`config.mk`:
```
export PLATFORM = sky130hd
export DESIGN_NAME = spi_count_responder
export DESIGN_NICKNAME = d
export VERILOG_FILES = /design/src/rtl/mppc_pkg.sv /design/src/rtl/sync_edge.sv /design/src/rtl/spi_count_responder.sv
export SDC_FILE = /design/constraint.sdc
export NUM_CORES = 1
export LEC_CHECK = 0
export ABC_AREA = 1
export CAP_MARGIN = 20
export CORE_UTILIZATION = 37
export CTS_CLUSTER_DIAMETER = 30
export DETAILED_ROUTE_END_ITERATION = 8
export GPL_TIMING_DRIVEN = 0
export PLACE_DENSITY = 0.77
export RECOVER_POWER = 50
export SLEW_MARGIN = 30
export SYNTH_ARGS = -nofsm -noshare
export SYNTH_HDL_FRONTEND = slang
export SYNTH_SLANG_ARGS = --single-unit
```
`constraint.sdc`:
```
create_clock -name CLK -period 1.8 [get_ports CLK]
set_clock_uncertainty 0.05 [all_clocks]
set_input_delay 0.27 -clock CLK [delete_from_list [all_inputs] [get_ports CLK]]
set_output_delay 0.27 -clock CLK [all_outputs]
set_load 0.05 [all_outputs]
```
`src/rtl/mppc_pkg.sv`:
```
// Shared definitions for the MPPC counter readout: FSM encoding, protocol constants, field positions.
// Latency: none (declarations only); backpressure: none. Optional SUM state under SPI_COUNT_CHECKSUM_EN.
package mppc_pkg;

   localparam int          NCH_MAX     = 16;
   localparam int          BYTE_W      = 8;
   localparam logic [7:0]  HDR_DEFAULT = 8'hA5;
   localparam int          CMD_CLR_BIT = 7;
   localparam int          CMD_SEL_MSB = 3;
   localparam int          SEL_W       = CMD_SEL_MSB + 1;

   typedef enum logic [1:0] {
      ST_IDLE,
      ST_CMD,
      ST_DATA
`ifdef SPI_COUNT_CHECKSUM_EN
      , ST_SUM
`endif
   } state_t;

endpackage

```
`src/rtl/sync_edge.sv`:
```
// Two-flop synchronizer for an asynchronous pin, plus a third stage for rise/fall detection.
// Latency: edge flags are high in the 3rd CLK cycle after the pin edge; backpressure: none.
module sync_edge (
   input  logic CLK,
   input  logic RST_N,
   input  logic d,
   output logic q,
   output logic rise,
   output logic fall
);

   logic [2:0] sr;

   // Resetting low means a chip select already low at reset release shows no fall,
   // so a frame in progress is ignored until a fresh one starts.
   always_ff @(posedge CLK or negedge RST_N) begin
      if (!RST_N) sr <= '0;
      else        sr <= {sr[1:0], d};
   end

   assign q    = sr[1];
   assign rise = sr[1] & ~sr[2];
   assign fall = ~sr[1] & sr[2];

endmodule

```
`src/rtl/spi_count_responder.sv`:
```
// SPI mode-0 responder: command byte selects a counter, snapshot byte is shifted back (checksum byte with SPI_COUNT_CHECKSUM_EN).
// Latency: 3 CLK from pin edge to internal event, MISO 4 CLK after SCK fall; backpressure: none, host paces the frame.
module spi_count_responder
   import mppc_pkg::*;
#(
   parameter int         NCH = NCH_MAX,
   parameter int         CW  = BYTE_W,
   parameter logic [7:0] HDR = HDR_DEFAULT
) (
   input  logic              CLK,
   input  logic              RST_N,
   input  logic              SCK,
   input  logic              SS_N,
   input  logic              MOSI,
   output logic              MISO,
   output logic              MISO_OE,
   input  logic [NCH*CW-1:0] COUNTS,
   output logic [NCH-1:0]    CLR_STB,
   output logic              RD_STB
);

   logic sck_rise, sck_fall, sck_lvl_unused;
   logic ss_lvl, ss_fall, ss_rise_unused;
   logic mosi_s, mosi_rise_unused, mosi_fall_unused;

   sync_edge u_sck  (.CLK(CLK), .RST_N(RST_N), .d(SCK),  .q(sck_lvl_unused), .rise(sck_rise),         .fall(sck_fall));
   sync_edge u_ss   (.CLK(CLK), .RST_N(RST_N), .d(SS_N), .q(ss_lvl),         .rise(ss_rise_unused),   .fall(ss_fall));
   sync_edge u_mosi (.CLK(CLK), .RST_N(RST_N), .d(MOSI), .q(mosi_s),         .rise(mosi_rise_unused), .fall(mosi_fall_unused));

   state_t             state_q, state_d;
   logic [2:0]         bit_q, bit_d;
   logic [BYTE_W-1:0]  shift_q, shift_d;
   logic [BYTE_W-2:0]  rx_q, rx_d;
   logic               clr_q, clr_d;
   logic [SEL_W-1:0]   sel_q, sel_d, sel_now;
   logic [CW-1:0]      snap_now;
   logic               oe_q, rd_q, rd_d, frame_done;
   logic [NCH-1:0]     clr_stb_q, clr_stb_d;
`ifdef SPI_COUNT_CHECKSUM_EN
   logic [BYTE_W-1:0]  cmd_q, cmd_d, snap_q, snap_d;
`endif

   always_comb begin
      state_d    = state_q;
      bit_d      = bit_q;
      shift_d    = shift_q;
      rx_d       = rx_q;
      clr_d      = clr_q;
      sel_d      = sel_q;
      rd_d       = 1'b0;
      clr_stb_d  = '0;
      frame_done = 1'b0;
`ifdef SPI_COUNT_CHECKSUM_EN
      cmd_d      = cmd_q;
      snap_d     = snap_q;
`endif
      sel_now  = {rx_q[CMD_SEL_MSB-1:0], mosi_s};
      // Out-of-range selects fall through and read as zero.
      snap_now = '0;
      for (int k = 0; k < NCH; k++)
         if (sel_now == SEL_W'(k)) snap_now = COUNTS[k*CW +: CW];

      unique case (state_q)
         ST_IDLE: begin
            if (ss_fall) begin
               state_d = ST_CMD;
               shift_d = HDR;
               bit_d   = '0;
            end
         end
         default: begin
            if (ss_lvl) begin
               state_d = ST_IDLE;
               shift_d = '0;
               bit_d   = '0;
            end else if (sck_rise) begin
               bit_d = bit_q + 3'd1;
               if (state_q == ST_CMD) begin
                  rx_d = {rx_q[BYTE_W-3:0], mosi_s};
                  if (bit_q == 3'd7) begin
                     clr_d   = rx_q[CMD_CLR_BIT-1];
                     sel_d   = sel_now;
                     shift_d = snap_now;
                     state_d = ST_DATA;
`ifdef SPI_COUNT_CHECKSUM_EN
                     cmd_d   = {rx_q, mosi_s};
                     snap_d  = snap_now;
`endif
                  end
               end else if (bit_q == 3'd7) begin
`ifdef SPI_COUNT_CHECKSUM_EN
                  if (state_q == ST_DATA) begin
                     state_d = ST_SUM;
                     shift_d = cmd_q ^ snap_q;
                  end else begin
                     frame_done = 1'b1;
                  end
`else
                  frame_done = 1'b1;
`endif
               end
            // The fall right after a byte boundary must keep the freshly loaded MSB on the line.
            end else if (sck_fall && bit_q != 3'd0) begin
               shift_d = {shift_q[BYTE_W-2:0], 1'b0};
            end
         end
      endcase

      if (frame_done) begin
         rd_d    = 1'b1;
         state_d = ST_CMD;
         shift_d = HDR;
         if (clr_q)
            for (int k = 0; k < NCH; k++)
               clr_stb_d[k] = (sel_q == SEL_W'(k));
      end
   end

   always_ff @(posedge CLK or negedge RST_N) begin
      if (!RST_N) begin
         state_q   <= ST_IDLE;
         bit_q     <= '0;
         shift_q   <= '0;
         rx_q      <= '0;
         clr_q     <= 1'b0;
         sel_q     <= '0;
         oe_q      <= 1'b0;
         rd_q      <= 1'b0;
         clr_stb_q <= '0;
`ifdef SPI_COUNT_CHECKSUM_EN
         cmd_q     <= '0;
         snap_q    <= '0;
`endif
      end else begin
         state_q   <= state_d;
         bit_q     <= bit_d;
         shift_q   <= shift_d;
         rx_q      <= rx_d;
         clr_q     <= clr_d;
         sel_q     <= sel_d;
         oe_q      <= (state_d != ST_IDLE);
         rd_q      <= rd_d;
         clr_stb_q <= clr_stb_d;
`ifdef SPI_COUNT_CHECKSUM_EN
         cmd_q     <= cmd_d;
         snap_q    <= snap_d;
`endif
      end
   end

   assign MISO    = shift_q[BYTE_W-1];
   assign MISO_OE = oe_q;
   assign RD_STB  = rd_q;
   assign CLR_STB = clr_stb_q;

endmodule

```
==> summary.md <==
| Metric | Value |
|---|---|
| Gr usage total | `24.5%` |
| Reg2Reg Depth | `14` |
| FMAX | `0.490 GHz` |
| R2r setup slk | `-0.24 ns` |
| Ratio of cells with drive above 1 in the final layout | `13.3%` |
| Clock Root Buffer | `clkbuf_8` |
| Most frequent cells in the layout | `nand2_1 (159), clkdlybuf4s50_1 (137), dfrtp_1 (47)` |
| Period utilization | `113%` |
| WL final | `10.3 mm` |
| Layout Utilization | `62.8%` |
| Avg Cell Area, Syn | `6.75 um2` |
| Number of global-route vias before repair | `3734` |
| Violated checks | `setup timing` |
| Die Y | `94.1 um` |
| # rows | `33` |
| RSZ-0062 raised after global routing | `true` |
| Pin slew with the least headroom to its limit | `1.20 ns` |
| Initial antenna violation count | `1` |
| Final ANT Viol Nets | `0` |
| Post-Layout Cell Count | `746` |
| FF-to-FF End | `shift_q[7]` |
| Pre-Repair DR Iteration Count | `4` |
| DRC viols | `0` |
| Placed cell count | `721` |
| Most frequent standard cell in the layout excluding fill and tap cells | `nand2_1` |
| Die W | `94.1 um` |
| I/O pins | `152` |
| Slowest-stage cell, CP | `dfrtp_2` |
| Wire length per cell | `13.8 um` |
| Area of the die | `8850 um2` |
| Leak Pwr | `2.44 nW` |
| Syn. warnings | `0` |
| Port buffer count | `151` |
| HP Start | `u_sck.sr[0]` |
| Clock transition at path regs | `0.09 ns` |
| Hold Crit Depth | `0` |
| Max_cap viols | `0` |
| CP Class | `reg2reg` |
| Area grow syn2layout | `64.4%` |
| CP Capture Type | `flip-flop` |
| First-pass GRT wire length | `16.8 mm` |
| Yosys reg bits | `51` |
| Pwr dens | `663 nW/um2` |
| Largest net degree at the start of global routing | `52` |
| Status | `finished with violations` |
| Placer congestion estimate | `0.975` |
| Mapped Cells | `465` |
| Initial Util | `38.2%` |
| Core region area | `8220 um2` |
| Hold Vio Cnt, Final | `0` |
| TritonCTS Buffers | `5` |
| CP Max Fanout | `10` |
| Initial DRC count | `136` |
| Hold Path Sink | `u_sck.sr[1]` |
| Total vias in the final route | `3698` |
| H-tree depth | `2` |
| Overflow after GRT | `0` |
| Multi-input logic area | `1770 um2` |
| Final WS setup | `-0.241 ns` |
| Most numerous cell on the critical path | `nand2_1` |
| Post-Synthesis Cell Area | `3140 um2` |
| Max_slew headroom | `19.7%` |
| Vias/cell | `4.96` |
| CTS Sinks | `51` |
| Area leader, netlist | `dfrtp_1` |
| CP cell instances | `inv_4 -> nor2_4 -> nand2_4 -> or2_0 -> nand2_1 -> nand4_1 -> nand2_1 -> nand4_1 -> nor2_1 -> nand3_1 -> nand2_1 -> nand3_1 -> nand2_1 -> a21oi_1` |
| Worst skew pair latency | `0.30 ns` |
| Top cells by area, synth | `dfrtp_1 (41%), nand2_1 (20%), nor2_1 (6.3%)` |
| Hold Path Class | `reg2reg` |
| Worst vdd ir | `0.371 mV` |
| Setup slack at placement | `-0.435 ns` |
| Critical Path RT | `1.93 ns` |
| Syn Nets | `601` |
| Synth unique cells | `25` |
| CTS tree | `yes` |
| Worst EP arrival | `2.17 ns` |
| Sequential cell area | `1280 um2` |
| Fillcell total | `753` |
| Slew Viols, Final | `0` |
| Share of the synthesized area in the top cell type | `40.7%` |
| Tmin final | `2.04 ns` |
| Crit start category | `flip-flop` |
| Slowest cell delay on critical path | `0.44 ns` |
| Dpl hpwl | `8.27 mm` |
| Worst r2r src | `rx_q[0]` |
| Final #Nets | `776` |
| Sequential area share after synthesis | `40.7%` |
| Clk buf depth | `2` |
| Final setup vio count | `9` |
[per-stage QoR]
stage	setup TNS, ns	instance area (um2)	power, W	hold slack (ns)
after floorplan	0	3140	0.00197	-0.0756
after global placement	-48.52	4780	0.00252	0.282
after detailed placement	-2.57	4780	0.00255	0.278
after CTS	-1.18	5050	0.00336	0.305
after global routing	-4.12	5160	0.00365	0.301
final	-1.42	5160	0.00342	0.303
[flip-flops by register name (all words and copies together) (netlist names)]
signal     count
CLR_STB       16
shift_q        8
rx_q           7
sel_q          4
bit_q          3
u_sck.sr       3
u_ss.sr        3
state_q        2
u_mosi.sr      2
MISO_OE        1
RD_STB         1
clr_q          1
[layer usage]
| layer | track usage [%] | share of wire, % | up-vias |
|---|---|---|---|
| li1 | - | - | 1840 |
| met1 | 28.3 | 41 | 1689 |
| met2 | 43.5 | 50 | 139 |
| met3 | 5.10 | 5.8 | 30 |
| met4 | 10.6 | 3.1 | 0 |
| met5 | 0 | 0 | - |
[what timing repair did]
item,in CTS,in global routing
pin swaps,4,7
hold endpoints to repair,51,0
hold buffers,1,0
resized for setup,36,20
setup endpoints to repair,18,36
buffers inserted,10,6
[critical path, delay by kind of cell, from the launching register on]
kind | cells | cell delay (ns)
compound gates | 1 | 0.06
buf+inv | 1 | 0.08
simple gates | 12 | 1.30
flops | 1 | 0.44
[cell type report]
cell class	count	area share, %
diodes	1	0.0485
plain buffers	1	0.0728
clock buffers	5	1.33
clock inverters	2	0.267
inverters	57	4.34
multi-input cells	356	34.4
flip-flops and latches	51	24.8
well taps	105	2.55
repair buffers	168	32.1
[worst max path at each step]
stage	start	to	slack [ns]	depth (start not counted)
after floorplan	rx_q[2]	shift_q[7]	0.04	13
after global placement	RST_N	u_ss.sr[2]	-0.91	1
after detailed placement	rx_q[2]	shift_q[7]	-0.43	13
after CTS	rx_q[0]	shift_q[7]	-0.18	14
after global routing	u_mosi.sr[1]	shift_q[1]	-0.35	15
final	rx_q[0]	shift_q[7]	-0.24	14
[power by group]
part	internal [W]	leakage, nW	total (W)	switching (W)
logic	0.000672	1.73	0.00150	0.000826
registers	0.00122	0.666	0.00130	0.0000812
clock network	0.000266	0.0440	0.000626	0.000360
total	0.00215	2.44	0.00342	0.00127
[kinds of logic after synthesis]
family,synth area share [%]
AOI/OAI and AO/OA,7.34
adders and majority gates,1.20
buffers and inverters,6.94
DFF,40.7
muxes,0.359
and+or+nand+nor,43.5
[cell usage after synthesis]
master	n
nor2_4	4
o21ai_2	1
a21oi_1	20
and3_1	1
inv_1	48
mux2_2	1
or2_0	7
nor3_2	1
a31oi_1	1
or2_1	1
nor2_2	8
nand3_1	27
nand2_1	165
or2_2	9
nand2_2	3
nor2_1	53
dfrtp_1	51
o21ai_0	16
o211ai_1	2
o21ai_1	4
ha_1	3
nand4_1	24
clkbuf_1	1
inv_2	9
nor3_1	5
(Power assumes the default switching activity.)
